**config.mk**
```make
export PLATFORM = sky130hd
export DESIGN_NAME = mii_tx
export DESIGN_NICKNAME = d
export VERILOG_FILES = /design/src/rtl/mii_tx.sv
export SDC_FILE = /design/constraint.sdc
export NUM_CORES = 1
export LEC_CHECK = 0
export CAP_MARGIN = 30
export CORE_ASPECT_RATIO = 1.25
export CORE_MARGIN = 2
export CORE_UTILIZATION = 55
export CTS_CLUSTER_DIAMETER = 120
export DETAILED_ROUTE_END_ITERATION = 7
export PLACE_DENSITY = 0.75
export SKIP_LAST_GASP = 1
export SYNTH_ARGS = -nofsm -noshare
export SYNTH_HDL_FRONTEND = slang
export SYNTH_SLANG_ARGS = --single-unit
```
**constraint.sdc**
```tcl
create_clock -name mii_clk -period 2.6 [get_ports mii_clk]
set_input_delay 0.39 -clock mii_clk [delete_from_list [all_inputs] [get_ports mii_clk]]
set_output_delay 0.39 -clock mii_clk [all_outputs]
set_load 0.005 [all_outputs]
```
**src/rtl/mii_tx.sv**
```systemverilog
// MII transmit framer: prepends preamble/SFD, sends each byte low nibble first,
// aborts a starved frame with TX_ER and enforces the inter-frame gap.
//   state | meaning
//   IDLE  | line quiet, waiting for a pending byte
//   PRE   | preamble nibbles 0x5
//   SFD   | start-of-frame nibble 0xD, first byte accepted here
//   DATA  | payload; phase 0 low nibble, phase 1 high nibble and next accept
//   ERR   | two TX_ER clocks after a source underrun
//   DROP  | line quiet, discarding the rest of the aborted frame
//   IFG   | inter-frame gap
module mii_tx #(
    parameter int PREAMBLE_NIBBLES = 15,
    parameter int IFG_NIBBLES      = 24
) (
    input  logic       mii_clk,
    input  logic       reset,
    input  logic [7:0] in_data,
    input  logic       in_valid,
    input  logic       in_last,
    output logic       in_ready,
    output logic       mii_en,
    output logic       mii_er,
    output logic [3:0] mii_d,
    output logic       underrun
);

    typedef enum logic [2:0] {
        S_IDLE, S_PRE, S_SFD, S_DATA, S_ERR, S_DROP, S_IFG
    } state_t;

    localparam logic [7:0] PRE_LOAD = 8'(PREAMBLE_NIBBLES - 1);
    localparam logic [7:0] IFG_LOAD = 8'(IFG_NIBBLES - 1);

    state_t     state_q, state_d;
    logic [7:0] cnt_q, cnt_d;
    logic [7:0] hold_q, hold_d;
    logic       hold_last_q, hold_last_d;
    logic       phase_q, phase_d;
    logic       en_q, en_d;
    logic       er_q, er_d;
    logic [3:0] d_q, d_d;
    logic       underrun_q, underrun_d;

    // Accept points come from state only, so in_valid never reaches in_ready.
    assign in_ready = (state_q == S_SFD) || (state_q == S_DROP) ||
                      (state_q == S_DATA && phase_q && !hold_last_q);

    assign mii_en   = en_q;
    assign mii_er   = er_q;
    assign mii_d    = d_q;
    assign underrun = underrun_q;

    always_comb begin
        state_d     = state_q;
        cnt_d       = cnt_q;
        hold_d      = hold_q;
        hold_last_d = hold_last_q;
        phase_d     = phase_q;
        en_d        = en_q;
        er_d        = er_q;
        d_d         = d_q;
        underrun_d  = 1'b0;
        case (state_q)
            S_IDLE: begin
                en_d = 1'b0;
                d_d  = 4'h0;
                if (in_valid) begin
                    state_d = S_PRE;
                    cnt_d   = PRE_LOAD;
                    en_d    = 1'b1;
                    d_d     = 4'h5;
                end
            end
            S_PRE: begin
                if (cnt_q == 8'd0) begin
                    state_d = S_SFD;
                    d_d     = 4'hD;
                end else begin
                    cnt_d = cnt_q - 8'd1;
                end
            end
            S_SFD, S_DATA: begin
                if (state_q == S_DATA && !phase_q) begin
                    phase_d = 1'b1;
                    d_d     = hold_q[7:4];
                end else if (state_q == S_DATA && hold_last_q) begin
                    state_d = S_IFG;
                    cnt_d   = IFG_LOAD;
                    en_d    = 1'b0;
                    d_d     = 4'h0;
                end else if (in_valid) begin
                    state_d     = S_DATA;
                    hold_d      = in_data;
                    hold_last_d = in_last;
                    phase_d     = 1'b0;
                    d_d         = in_data[3:0];
                end else begin
                    state_d    = S_ERR;
                    cnt_d      = 8'd1;
                    er_d       = 1'b1;
                    d_d        = 4'h0;
                    underrun_d = 1'b1;
                end
            end
            S_ERR: begin
                if (cnt_q == 8'd0) begin
                    state_d = S_DROP;
                    en_d    = 1'b0;
                    er_d    = 1'b0;
                end else begin
                    cnt_d = cnt_q - 8'd1;
                end
            end
            S_DROP: begin
                if (in_valid && in_last) begin
                    state_d = S_IFG;
                    cnt_d   = IFG_LOAD;
                end
            end
            S_IFG: begin
                if (cnt_q != 8'd0) begin
                    cnt_d = cnt_q - 8'd1;
                end else if (in_valid) begin
                    // Pending frame starts straight away so the gap is exact.
                    state_d = S_PRE;
                    cnt_d   = PRE_LOAD;
                    en_d    = 1'b1;
                    d_d     = 4'h5;
                end else begin
                    state_d = S_IDLE;
                end
            end
            default: begin
                state_d = S_IDLE;
                en_d    = 1'b0;
                er_d    = 1'b0;
                d_d     = 4'h0;
            end
        endcase
    end

    always_ff @(posedge mii_clk or posedge reset) begin
        if (reset) begin
            state_q     <= S_IDLE;
            cnt_q       <= 8'd0;
            hold_q      <= 8'd0;
            hold_last_q <= 1'b0;
            phase_q     <= 1'b0;
            en_q        <= 1'b0;
            er_q        <= 1'b0;
            d_q         <= 4'h0;
            underrun_q  <= 1'b0;
        end else begin
            state_q     <= state_d;
            cnt_q       <= cnt_d;
            hold_q      <= hold_d;
            hold_last_q <= hold_last_d;
            phase_q     <= phase_d;
            en_q        <= en_d;
            er_q        <= er_d;
            d_q         <= d_d;
            underrun_q  <= underrun_d;
        end
    end

endmodule
```
* Word-level counts from Yosys, hierarchy flattened
Index checks and enable logic that the tools add are counted.
Storage, ports and cells: bits in registers 28, bits in latches 0, bits in writable memories 0, ROM bits 0, input bits 12, output and inout bits 8, memories 0
Cells by class: add/subtract/negate cells 1, multipliers 0, divide/modulo/power cells 0, magnitude comparators 0, equal/unequal tests 19, shift-type cells 0, multiplexer cells 44, bitwise gates (word level) 5, reduce and logical (&&, ||, !) cells 26
Operators with widths (number):
- two-way mux 8 bit | 7
- one-hot mux 8 bit (5 select lines) | 1
- two-way mux 3 bit | 9
- two-way mux 4 bit | 6
- != test 2 bit (second input constant) | 11
- one-hot mux 4 bit (5 select lines) | 1
- one-hot mux 3 bit (6 select lines) | 1
- two-way mux 1 bit | 17
- AND reduction 6 bit | 2
- AND reduction 5 bit | 2
- equality test 3 bit (second input constant) | 3
- zero test 8 bit | 1
- AND reduction 4 bit | 2
- nonzero test 8 bit | 1
- OR reduction 2 bit | 4
- subtractor 8 x 1 -> 8 bit (second input constant) | 1
- equality test 3 x 2 -> 1 bit (second input constant) | 2
- logical AND 1 bit | 5
- inverter 1 bit | 5
- one-hot mux 1 bit (5 select lines) | 1
- nonzero test 5 bit | 1
- OR reduction 4 bit | 1
- equality test 3 x 1 -> 1 bit (second input constant) | 1
- zero test 3 bit | 1
- other kinds (7) | 9

* Logic depth before layout (Yosys ltp)
word-level depth 5, mapped depth 8, mapped depth without buffers 7

* Least setup slack after synthesis
Ideal clock, no wire load.
path type register -> register, start register cnt_q[0], end register d_q[2], in the netlist mii_d[2], data arrival time 1.898 ns, required time 2.475 ns, slack 0.577 ns, stages on the path, launching flop included 8, buffers on the path 0, path through dfrtp_1 -> inv_1 -> ha_1 -> or4b_4 -> nor2_4 -> a21oi_1 -> o21ai_4 -> mux2_2
On the way: word-level cells in the longest chain between the ends 3
Ends and longest elaborated chain:
- start, declared | RTL line 35 | logic [7:0] cnt_q, cnt_d;
- start signal, assigned | RTL line 155 | cnt_q <= cnt_d;
- nonzero test 8 bit / zero test 8 bit (equally long branches) | RTL line 121, 75
- != test 2 bit (no line)
- AND reduction 4 bit (no line) *
- end signal, assigned | RTL line 151 | d_q <= 4'h0;
- end signal, assigned | RTL line 161 | d_q <= d_d;
- end, declared | RTL line 41 | logic [3:0] d_q, d_d;
Mark *: on every way between the ends. The rest lies on a longest branch, timed or not. A chain may end at the register's enable or synchronous reset.

* Worst setup path in the final report
start register phase_q, end output in_ready
On the way: word-level cells in the longest chain between the ends 3
Ends and longest elaborated chain:
- start, declared | RTL line 38 | logic phase_q, phase_d;
- start signal, assigned | RTL line 158 | phase_q <= phase_d;
- logical AND 1 bit (2 in a row) | RTL line 46 | (state_q == S_DATA && phase_q && !hold_last_q);
- logical OR 1 bit | RTL line 45 | assign in_ready = (state_q == S_SFD) || (state_q == S_DROP) ||
- end, declared | RTL line 20 | output logic in_ready,
No other way between the ends.

==> key figures <==
Outcome
  • Status: finished clean

STA
  • Least-Margin Pin Slew: 487 ps
  • Rel. slew slack: 67.3%
  • Final setup fails: 0
  • Worst Skew: 2.98 ps
  • Final TNS setup: 0 ps
  • Final period utilization: 93.5%
  • Fin crit period: 2430 ps
  • RSZ-0062 raised after global routing: false
  • Setup ws final: 170 ps
  • Max frequency: 0.412 GHz
  • Max Slew Vio Count: 0
  • Final hold vios: 0

Flow run
  • Max Cap Viol: 0

Place
  • Final Wtd Congestion: 0.896
  • # port buffers: 19
  • Dpl ws: 371 ps
  • Hpwl dp: 3360 µm

Setup path
  • Worst r2r src: cnt_q[0]$_DFFE_PP0P_
  • Top Family by Delay on Critical Path: buffers and inverters
  • Critical path data arrival time: 2040 ps
  • WP buf/inv: 2
  • Critical path cell sequence: inv_1 > o21ai_0 > nand2_1 > nand2_1 > clkdlybuf4s50_1
  • CP max stage cell: dfrtp_1
  • Setup crit start: phase_q$_DFFE_PP0P_
  • Req. time, crit path: about 2200 ps
  • Crit start category: flip-flop
  • Crit-path max FO: 10
  • Worst R2R End: mii_d[3]$_DFFE_PP0P_
  • FF-to-FF setup slack: 330 ps
  • Slowest stage delay, CP: 580 ps
  • Crit end category: output port
  • CP Class: flip-flop to output port
  • Most common cell on crit path: nand2_1
  • R2R depth: 7

Die
  • Die Area: 0.00360 mm²
  • # rows: 22
  • Chip Height: between 60 and 70 µm
  • Starting Density: 57.9%
  • Total core area: 0.00297 mm²
  • Die width: roughly 54 µm
  • Io pins: 20

Clock tree
  • Gates resized, CTS repair: 0
  • Clock slew at reported path FFs: 130 ps
  • Total CTS buffers: 3
  • Post-CTS Setup Bufs: 0
  • H-Tree Depth: 1
  • Clock tree buffer depth: 2
  • CTS tree: built
  • Clock Latency Late Sink: a little over 300 ps
  • Hold buffers post-CTS: 0
  • Clock Tree Root: clkbuf_4
  • Clock sink total: 24

Power
  • Pwr dens: ~1100 mW/mm²
  • IR Drop Worst-Case VDD: approximately 0.00080 V
  • Leak pwr: 0.834 nW

GRT
  • Vias in the first global route: 1599
  • First-pass GRT wire length: approximately 7300 µm
  • Largest net degree at the start of global routing: 25
  • Grt ovf: 0
  • Initial antenna violation count: 0
  • Total Routing Usage GR: 28.0%

Yosys
  • Ys flop type: dfrtp_1
  • Synth warnings: 0
  • Post-Syn Instances: 206
  • Syn avg cell area: 8.36 µm²
  • EDFF count, synth: 0
  • Synth Cell Area: roughly 0.0017 mm²
  • Seq/Total Area, Yosys: 34.9%
  • Share of synthesized flip-flops with an asynchronous set or reset: 100%
  • Syn nets: 220
  • Synth cell types: 49
  • Seq cells post-synth: 24

Drt
  • DRT Wirelength: 4490 µm
  • DRC violations left: 0
  • Via-to-Cell Ratio: about 6.5
  • Initial drt markers: 77
  • Post-DRT Antenna Nets: 0
  • Routed len/inst: 17.2 µm
  • Via Count: approximately 1700
  • First drt pass iteration count: 4

Min path
  • Hold Path Class: primary input to async pin

Final layout
  • Layout Utilization: about two thirds
  • Nets: around 240
  • Most frequent cells in the layout: dfrtp_1 (24), clkdlybuf4s50_1 (19), nor2_1 (16), o21ai_0 (16)
  • ANT cells: 0
  • Reg area: 601 µm²
  • Area grow syn2layout: 15.8%
  • Area occupied by multi-input gates: 0.00100 mm²
  • Most common cell after layout, fill and taps aside: dfrtp_1
  • Fillers: 268
  • Share of cells above drive strength 1: 12.9%
## kinds of logic (layout without fill, tap and decap cells)
kind of cell / Yosys count / after routing / share of synthesized area [%]
AOI/OAI and AO/OA: 74 / 74 / 28.3
xor gates and xnor gates: 1 / 1 / 0.509
adders and majority gates: 4 / 4 / 2.62
buffers and inverters: 27 / 46 / 6.98
DFF: 24 / 24 / 34.9
muxes: 9 / 9 / 5.74
and+or+nand+nor: 67 / 67 / 21.0
## cell usage after synthesis (2+ instances only)
| library cell | number | area (µm²) |
|---|---|---|
| o21ai_1 | 3 | 15.0 |
| a21oi_1 | 15 | 75.1 |
| a31oi_1 | 3 | 18.8 |
| o22ai_1 | 7 | 43.8 |
| nor2_1 | 16 | 60.1 |
| and2_1 | 3 | 18.8 |
| or3_1 | 2 | 12.5 |
| mux2i_1 | 2 | 20.0 |
| a211oi_1 | 4 | 30.0 |
| clkbuf_1 | 6 | 22.5 |
| nand2_1 | 15 | 56.3 |
| nand2b_1 | 5 | 31.3 |
| buf_2 | 6 | 30.0 |
| o31ai_1 | 2 | 15.0 |
| a211o_1 | 2 | 17.5 |
| nor3_1 | 4 | 20.0 |
| a32oi_1 | 4 | 35.0 |
| nand3b_1 | 2 | 15.0 |
| maj3_1 | 2 | 20.0 |
| dfrtp_1 | 24 | 601 |
| a21o_1 | 2 | 15.0 |
| mux2_2 | 7 | 78.8 |
| nor2b_1 | 8 | 50.1 |
| a21boi_0 | 3 | 22.5 |
| ha_1 | 2 | 25.0 |
| a221oi_1 | 2 | 17.5 |
| inv_1 | 12 | 45.0 |
| and3_1 | 4 | 25.0 |
| o21ai_0 | 16 | 80.1 |
| o211ai_1 | 2 | 15.0 |
| nand3_1 | 3 | 15.0 |
## state kept, by name (all words and copies together) (netlist names)
signal / flops
hold_last_q: 1
underrun: 1
mii_d: 4
hold_q: 4
mii_er: 1
cnt_q: 8
phase_q: 1
state_q: 3
mii_en: 1
## cell type report
| type | instances | area share [%] |
|---|---|---|
| Clock buffer | 3 | 1.13 |
| Inverter | 12 | 2.26 |
| Multi-Input combinational cell | 155 | 50.2 |
| Sequential cell | 24 | 30.1 |
| Tap cell | 36 | 2.26 |
| Timing Repair Buffer | 31 | 14.1 |
## where the power goes
group	internal, W	leakage [nW]	total [W]	switching, W
Clock	0.0000543	0.0138	0.000166	0.000111
Combinational	0.000626	0.519	0.00137	0.000740
Sequential	0.000531	0.301	0.000708	0.000178
Total	0.00121	0.834	0.00224	0.00103
## worst min-delay path: cells and delay by family
family	cells	cell delay (ps)
buffers and inverters	3	750
## through the flow
stage          power (W)  instance area (µm²)  std cells  hold slack (ps)
4_1_cts          0.00223                 1990        261              417
5_1_grt          0.00242                 1990        261              454
2_1_floorplan    0.00166                 1720        206              405
3_3_place_gp     0.00202                 1970        258              492
3_5_place_dp     0.00206                 1970        258              505
6_report         0.00224                 1990        261              406
## metal layers
metal  global-route usage (%)  wire, µm
met1                     33.0      1700
met2                     49.2      2330
met3                     3.59       281
met4                     12.5       172
met5                        0         0
## how the worst max path moves through the flow
stage,to,slack [ps],cells after the start
after floorplan,mii_d[2]$_DFFE_PP0P_,580,7
after global placement,mii_d[3]$_DFFE_PP0P_,460,7
after detailed placement,mii_d[3]$_DFFE_PP0P_,370,7
after CTS,in_ready,190,5
after global routing,in_ready,30,5
final,in_ready,170,5
Power figures use the tool's default switching activity.
